--- config.mk ---
export PLATFORM = sky130hd
export DESIGN_NAME = mm_stream_loader
export DESIGN_NICKNAME = d
export VERILOG_FILES = /design/src/rtl/mm_pkg.sv /design/src/rtl/mm_skid_fifo.sv /design/src/rtl/mm_stream_loader.sv
export SDC_FILE = /design/constraint.sdc
export NUM_CORES = 1
export LEC_CHECK = 0
export BUFFER_PORTS_ARGS = -buffer_cell sky130_fd_sc_hd__buf_2
export CORE_ASPECT_RATIO = 0.5
export CORE_MARGIN = 3
export CORE_UTILIZATION = 51
export CTS_CLUSTER_DIAMETER = 30
export CTS_CLUSTER_SIZE = 14
export DETAILED_ROUTE_END_ITERATION = 10
export PLACE_DENSITY = 0.9
export SLEW_MARGIN = 20
export SYNTH_ARGS = -nofsm -noshare
export SYNTH_HDL_FRONTEND = slang
export SYNTH_SLANG_ARGS = --single-unit
--- constraint.sdc ---
create_clock -name clk -period 4.23 [get_ports clk]
set_clock_uncertainty 0.15 [all_clocks]
set_input_delay 0.846 -clock clk [delete_from_list [all_inputs] [get_ports clk]]
set_output_delay 0.846 -clock clk [all_outputs]
set_load 0.01 [all_outputs]
--- src/rtl/mm_pkg.sv ---
// Shared types and size helpers for the matrix-multiply stream loader.
package mm_pkg;

    // Loader FSM states.
    typedef enum logic [2:0] {
        StIdle,
        StFill,
        StKick,
        StWait,
        StDrain
    } mm_ldr_state_t;

    // Default log2 of the matrix dimension N.
    localparam int unsigned MmLRamSizeDefault = 3;

    // M: words per N x N matrix.
    function automatic int unsigned mm_words(input int unsigned l_ram_size);
        return 1 << (2 * l_ram_size);
    endfunction

    // 2M: words in one operand fill (matrix A followed by matrix B).
    function automatic int unsigned mm_fill_words(input int unsigned l_ram_size);
        return 2 * mm_words(l_ram_size);
    endfunction

    // BRAM address width; covers both operand regions.
    function automatic int unsigned mm_addr_width(input int unsigned l_ram_size);
        return 2 * l_ram_size + 1;
    endfunction

endpackage

--- src/rtl/mm_skid_fifo.sv ---
// Two-entry FIFO holding BRAM read data plus its last flag on the result path.
// The caller guarantees no push when full and no pop when empty.
module mm_skid_fifo #(
    parameter int unsigned WIDTH = 33
) (
    input  logic             clk,
    input  logic             reset,
    input  logic             push,
    input  logic [WIDTH-1:0] push_data,
    input  logic             pop,
    output logic [WIDTH-1:0] pop_data,
    output logic [1:0]       count
);

    logic [WIDTH-1:0] mem_q [2];
    logic             wr_ptr_q;
    logic             rd_ptr_q;
    logic [1:0]       count_q;

    // Storage, pointers and occupancy; storage clears so the head reads 0 after reset.
    always_ff @(posedge clk or posedge reset) begin
        if (reset) begin
            mem_q[0] <= '0;
            mem_q[1] <= '0;
            wr_ptr_q <= 1'b0;
            rd_ptr_q <= 1'b0;
            count_q  <= '0;
        end else begin
            if (push) begin
                mem_q[wr_ptr_q] <= push_data;
                wr_ptr_q        <= ~wr_ptr_q;
            end
            if (pop) begin
                rd_ptr_q <= ~rd_ptr_q;
            end
            count_q <= count_q + 2'(push) - 2'(pop);
        end
    end

    assign pop_data = mem_q[rd_ptr_q];
    assign count    = count_q;

endmodule

--- src/rtl/mm_stream_loader.sv ---
// Streams operand matrices A and B into BRAM port B, pulses the multiply engine,
// waits for done, then streams the result matrix (region A) back out.
// Optional: define MM_TLAST_CHECK_EN to flag s_tlast framing errors on err.
module mm_stream_loader
    import mm_pkg::*;
#(
    parameter int unsigned L_RAM_SIZE = MmLRamSizeDefault,
    parameter int unsigned BITWIDTH   = 32
) (
    input  logic                                 clk,
    input  logic                                 reset,
    input  logic [BITWIDTH-1:0]                  s_tdata,
    input  logic                                 s_tvalid,
    output logic                                 s_tready,
    input  logic                                 s_tlast,
    output logic [BITWIDTH-1:0]                  m_tdata,
    output logic                                 m_tvalid,
    input  logic                                 m_tready,
    output logic                                 m_tlast,
    output logic [mm_addr_width(L_RAM_SIZE)-1:0] bram_addr,
    output logic [BITWIDTH-1:0]                  bram_din,
    output logic                                 bram_we,
    input  logic [BITWIDTH-1:0]                  bram_dout,
    output logic                                 mm_start,
    input  logic                                 mm_done,
    output logic                                 busy,
    output logic                                 err
);

    localparam int unsigned AddrW     = mm_addr_width(L_RAM_SIZE);
    localparam int unsigned Words     = mm_words(L_RAM_SIZE);
    localparam int unsigned FillWords = mm_fill_words(L_RAM_SIZE);
    localparam logic [AddrW-1:0] LastA    = AddrW'(Words - 1);
    localparam logic [AddrW-1:0] LastFill = AddrW'(FillWords - 1);

    mm_ldr_state_t state_q, state_d;
    logic [AddrW-1:0] fill_cnt_q, fill_cnt_d;
    logic [AddrW-1:0] rd_addr_q, rd_addr_d;
    logic [AddrW-1:0] pop_cnt_q, pop_cnt_d;
    logic             inflight_q;
    logic             inflight_last_q;

    logic              fill_hs;
    logic              rd_issue;
    logic              fifo_pop;
    logic              fifo_empty;
    logic [1:0]        fifo_count;
    logic [BITWIDTH:0] fifo_head;
    logic [2:0]        occupancy;

    assign fill_hs    = (state_q == StFill) && s_tvalid;
    assign fifo_empty = (fifo_count == 2'd0);
    assign fifo_pop   = !fifo_empty && m_tready;
    // The word leaving this cycle frees its slot, which keeps DRAIN at one word per cycle.
    assign occupancy  = 3'(fifo_count) + 3'(inflight_q) - 3'(fifo_pop);
    assign rd_issue   = (state_q == StDrain) && (rd_addr_q <= LastA) && (occupancy < 3'd2);

    // Next-state, counter updates and the combinational BRAM / handshake outputs.
    always_comb begin
        state_d    = state_q;
        fill_cnt_d = fill_cnt_q;
        rd_addr_d  = rd_addr_q;
        pop_cnt_d  = pop_cnt_q;
        s_tready   = 1'b0;
        bram_we    = 1'b0;
        bram_addr  = '0;
        bram_din   = '0;
        mm_start   = 1'b0;
        unique case (state_q)
            StIdle: begin
                if (s_tvalid) begin
                    state_d = StFill;
                end
            end
            StFill: begin
                s_tready = 1'b1;
                if (fill_hs) begin
                    bram_we   = 1'b1;
                    bram_addr = fill_cnt_q;
                    bram_din  = s_tdata;
                    if (fill_cnt_q == LastFill) begin
                        fill_cnt_d = '0;
                        state_d    = StKick;
                    end else begin
                        fill_cnt_d = fill_cnt_q + AddrW'(1);
                    end
                end
            end
            StKick: begin
                mm_start = 1'b1;
                state_d  = StWait;
            end
            StWait: begin
                if (mm_done) begin
                    state_d = StDrain;
                end
            end
            StDrain: begin
                if (rd_issue) begin
                    bram_addr = rd_addr_q;
                    rd_addr_d = rd_addr_q + AddrW'(1);
                end
                if (fifo_pop) begin
                    if (pop_cnt_q == LastA) begin
                        pop_cnt_d = '0;
                        rd_addr_d = '0;
                        state_d   = StIdle;
                    end else begin
                        pop_cnt_d = pop_cnt_q + AddrW'(1);
                    end
                end
            end
            default: begin
                state_d = StIdle;
            end
        endcase
    end

    // State and counter registers.
    always_ff @(posedge clk or posedge reset) begin
        if (reset) begin
            state_q    <= StIdle;
            fill_cnt_q <= '0;
            rd_addr_q  <= '0;
            pop_cnt_q  <= '0;
        end else begin
            state_q    <= state_d;
            fill_cnt_q <= fill_cnt_d;
            rd_addr_q  <= rd_addr_d;
            pop_cnt_q  <= pop_cnt_d;
        end
    end

    // A read issued last cycle has its data on bram_dout this cycle.
    always_ff @(posedge clk or posedge reset) begin
        if (reset) begin
            inflight_q      <= 1'b0;
            inflight_last_q <= 1'b0;
        end else begin
            inflight_q      <= rd_issue;
            inflight_last_q <= rd_issue && (rd_addr_q == LastA);
        end
    end

    mm_skid_fifo #(
        .WIDTH (BITWIDTH + 1)
    ) u_fifo (
        .clk       (clk),
        .reset     (reset),
        .push      (inflight_q),
        .push_data ({inflight_last_q, bram_dout}),
        .pop       (fifo_pop),
        .pop_data  (fifo_head),
        .count     (fifo_count)
    );

    assign m_tvalid = !fifo_empty;
    assign m_tdata  = m_tvalid ? fifo_head[BITWIDTH-1:0] : '0;
    assign m_tlast  = m_tvalid && fifo_head[BITWIDTH];
    assign busy     = (state_q != StIdle);

`ifdef MM_TLAST_CHECK_EN
    logic err_q;

    // Sticky flag: a fill word whose s_tlast disagrees with its position.
    always_ff @(posedge clk or posedge reset) begin
        if (reset) begin
            err_q <= 1'b0;
        end else if (fill_hs && (s_tlast != (fill_cnt_q == LastFill))) begin
            err_q <= 1'b1;
        end
    end

    assign err = err_q;
`else
    logic unused_tlast;
    assign unused_tlast = s_tlast;
    assign err          = 1'b0;
`endif

endmodule

==> reports/results.tsv <==
stage	metric	value	unit
floorplan	design.die.area	0.0105	sq mm
detailed_routing	drt_pass1_iterations	4	
clock_network	cts_buffer_depth	2	
grt	grt.total_usage	20.5	%
clock_network	ctsHoldBuffers	0	
grt	grt_pass1_vias	3521	
floorplan	ios	148	
timing	worst_slack	0.373	ns
grt	grt_pass1_wl	16900	um
placement	dpl_cell_area	0.00556	sq mm
worst_setup_path	path_class	primary input to output port	
pwr	peakVddDrop	0.000231	V
yosys	synth_area_leader_cell	dfrtp_1	
cells_and_area	seqCellArea	0.00240	sq mm
yosys	ys_async_sr_fraction	100	%
yosys	ys_top_cells_by_area	dfrtp_1, mux2_2, mux2i_1	
grt	grt_max_degree	74	
pwr	p_clk_share	27.8	%
grt	overflow	0	
clock_network	cts_root_buf	clkbuf_16	
grt	met2_usage	38.3	%
yosys	ys_seq_elements	96	
clock_network	cts_setup_buffers	0	
timing	finalSetupViolCount	0	
detailed_routing	route.vias.total	3473	
clock_network	clk_latency	0.34	ns
yosys	syn_inst	405	
timing	tightest_slew	1.06	ns
timing	rsz0062_at_grt	no	
grt	grt_antenna_before_repair	0	
cells_and_area	drive_above_1_share	44.5	%
pwr	combPwrFrac	30.9	%
pwr	switching_share	32.1	%
detailed_routing	routedWlPerCell	15.4	um
cells_and_area	multi_input_area	0.00220	sq mm
detailed_routing	viasPerCell	5.21	
placement	place.gp.congestion	0.802	
clock_network	cts_buffers	9	
placement	dp_hpwl	7270	um
yosys	synth_cell_types	48	
yosys	syn_area	0.00473	sq mm
pwr	powerDensity	537	mW/mm^2
placement	place_ws	0.411	ns
flow_run	drv_cap	0	
cells_and_area	fin_area	0.00589	sq mm
worst_setup_path	cp-end-kind	output port	
hold_path	hold_path.class	flip-flop to flip-flop	
clock_network	clk_pin_slew	0.07	ns
cells_and_area	fillCellCount	662	
timing	hold_viol	0	
yosys	ys_warn_count	0	
worst_setup_path	crit_fanout	3	
detailed_routing	drc	0	
clock_network	cts_resized	0	
grt	busiest_layer	met2	
detailed_routing	drt_iter0_drc	117	
cells_and_area	syn2layout_area_growth	24.6	%
clock_network	cts_tree	done	
clock_network	cts_sinks	96	
yosys	synth_area_per_cell	11.7	sq um
timing	drv_slew	0	
floorplan	start_util	53.4	%
cells_and_area	nets	621	
clock_network	htree_levels	3	
floorplan	coreArea	0.00886	sq mm
pwr	p_leak	2.92	nW
floorplan	die_w	142	um
yosys	synthFlopType	dfrtp_1	
detailed_routing	wirelength	10200	um
grt	use_met1	23.2	%
grt	met3_usage	4.37	%
cells_and_area	diodes	0	
pwr	p_sw	0.00101	W
floorplan	die_h	74.1	um
worst_setup_path	cp.required	3.23	ns
yosys	ys_seq_area_share	50.8	%
pwr	seqPwrFrac	41.3	%
floorplan	core.rowCount	24	
timing	relSlewSlack	29.3	%
timing	finalCriticalPeriod	3.86	ns
yosys	yosys.area.top_type_share	50.8	%
yosys	synth_edf_count	0	
worst_setup_path	critPathLaunchType	primary input	
yosys	syn_nets	481	
timing	finalSetupTns	0	ns
detailed_routing	final_antenna_net_count	0	
pwr	intPower	0.00215	W
placement	port_buffers	145	
worst_setup_path	crit_arrival	2.86	ns
timing	period_share	91.2	%
status	run_status	completed	
timing	max_clock_freq	0.259	GHz
-- placed cells by master (no fill, tap or decap), drive strengths merged, types with 2 or more instances in the layout --
cell	count
buf	152
dfrtp	96
mux2	67
nor2	47
mux2i	37
and2	32
nand2	21
clkbuf	13
xnor2	8
inv	8
a22o	6
nand4	5
ha	5
o21ai	5
xor2	4
nand3	4
and3	3
or3	3
o211ai	3
or4	3
or2	2
a21oi	2
bufinv	2
nand2b	2
nor3b	2
nor4	2
-- critical path, cell delays in order --
cell and delay (ns):
buf_2 0.10, nand2_1 0.07, mux2i_1 0.14, ha_1 0.17, inv_1 0.05, fa_1 0.50
nor2b_1 0.20, nand3_1 0.12, nor2_1 0.18, ha_1 0.17, a22o_1 0.17, buf_2 0.15
-- power groups by stage --
stage / sequential (W) / clock (W) / combinational, W
2_1_floorplan: 0.00120 / 0 / 0.000719
3_3_place_gp: 0.00131 / 0 / 0.000960
3_5_place_dp: 0.00132 / 0 / 0.000985
4_1_cts: 0.00131 / 0.000898 / 0.000993
5_1_grt: 0.00134 / 0.000935 / 0.00108
6_report: 0.00131 / 0.000878 / 0.000976
-- layer usage --
layer	routed length (um)	vias up
li1	-	1679
met1	4290	1680
met2	5290	97
met3	398	17
met4	257	0
met5	0	-
-- worst paths after layout --
| check | slack [ns] | startpoint | end | depth (start not counted) |
|---|---|---|---|---|
| setup / recovery | 0.37 | m_tready | bram_addr[0] | 12 |
| hold / removal | 0.34 | u_fifo.wr_ptr_q$_DFFE_PP0P_ | u_fifo.wr_ptr_q$_DFFE_PP0P_ | 1 |
| setup reg to reg | 1.45 | u_fifo.count[1]$_DFF_PP0_ | rd_addr_q[5]$_DFFE_PP0P_ | 10 |
| hold reg to reg | 0.34 | u_fifo.wr_ptr_q$_DFFE_PP0P_ | u_fifo.wr_ptr_q$_DFFE_PP0P_ | 1 |
| max in group asynchronous | 2.53 | reset | u_fifo.mem_q[41]$_DFFE_PP0P_ | 3 |
| min in group asynchronous | 0.53 | reset | u_fifo.mem_q[36]$_DFFE_PP0P_ | 2 |
-- logic make-up after synthesis --
| family | synth area share, % |
|---|---|
| simple gates | 14.3 |
| mux | 23.8 |
| flops | 50.8 |
| buf+inv | 3.02 |
| compound gates | 4.05 |
| xor+xnor | 2.22 |
| fa+ha+maj | 1.75 |
| other cells | 0.0793 |
-- final cells by class --
type	instances	share of cell area, %
clock buffer	13	4.42
clock inverter	3	1.10
inverter	8	0.552
multi-input combinational	278	37.4
sequential	96	40.8
tap	117	2.49
timing repair buffer	152	13.2
-- through the flow --
stage | cells | power, W | hold WS [ns] | util (%)
3_5_place_dp | 651 | 0.00231 | 0.330 | 62.8
2_1_floorplan | 405 | 0.00192 | 0.299 | -
4_1_cts | 667 | 0.00320 | 0.344 | 66.5
5_1_grt | 667 | 0.00335 | 0.354 | 66.5
6_report | 667 | 0.00316 | 0.342 | 66.5
3_3_place_gp | 651 | 0.00227 | 0.320 | 62.8
-- state kept, by name, summed over array words and instances (netlist names) --
signal and flops:
inflight_last_q 1, state_q 3, inflight_q 1, u_fifo.count 2, u_fifo.mem_q 66, rd_addr_q 7
pop_cnt_q 7, u_fifo.wr_ptr_q 1, u_fifo.rd_ptr_q 1, fill_cnt_q 7
-- cell usage after synthesis, drive strengths merged, types with 2 or more instances --
| library cell | n |
|---|---|
| o21ai | 5 |
| or2 | 2 |
| and3 | 3 |
| nand4 | 5 |
| xor2 | 4 |
| a22o | 6 |
| nand2 | 21 |
| a21oi | 2 |
| nor4 | 2 |
| nand3 | 4 |
| nor3b | 2 |
| xnor2 | 8 |
| or3 | 3 |
| ha | 5 |
| buf | 10 |
| clkbuf | 13 |
| nor2 | 47 |
| o211ai | 3 |
| or4 | 3 |
| dfrtp | 96 |
| mux2 | 67 |
| and2 | 32 |
| nand2b | 2 |
| mux2i | 37 |
| inv | 8 |
(Power assumes the default switching activity.)
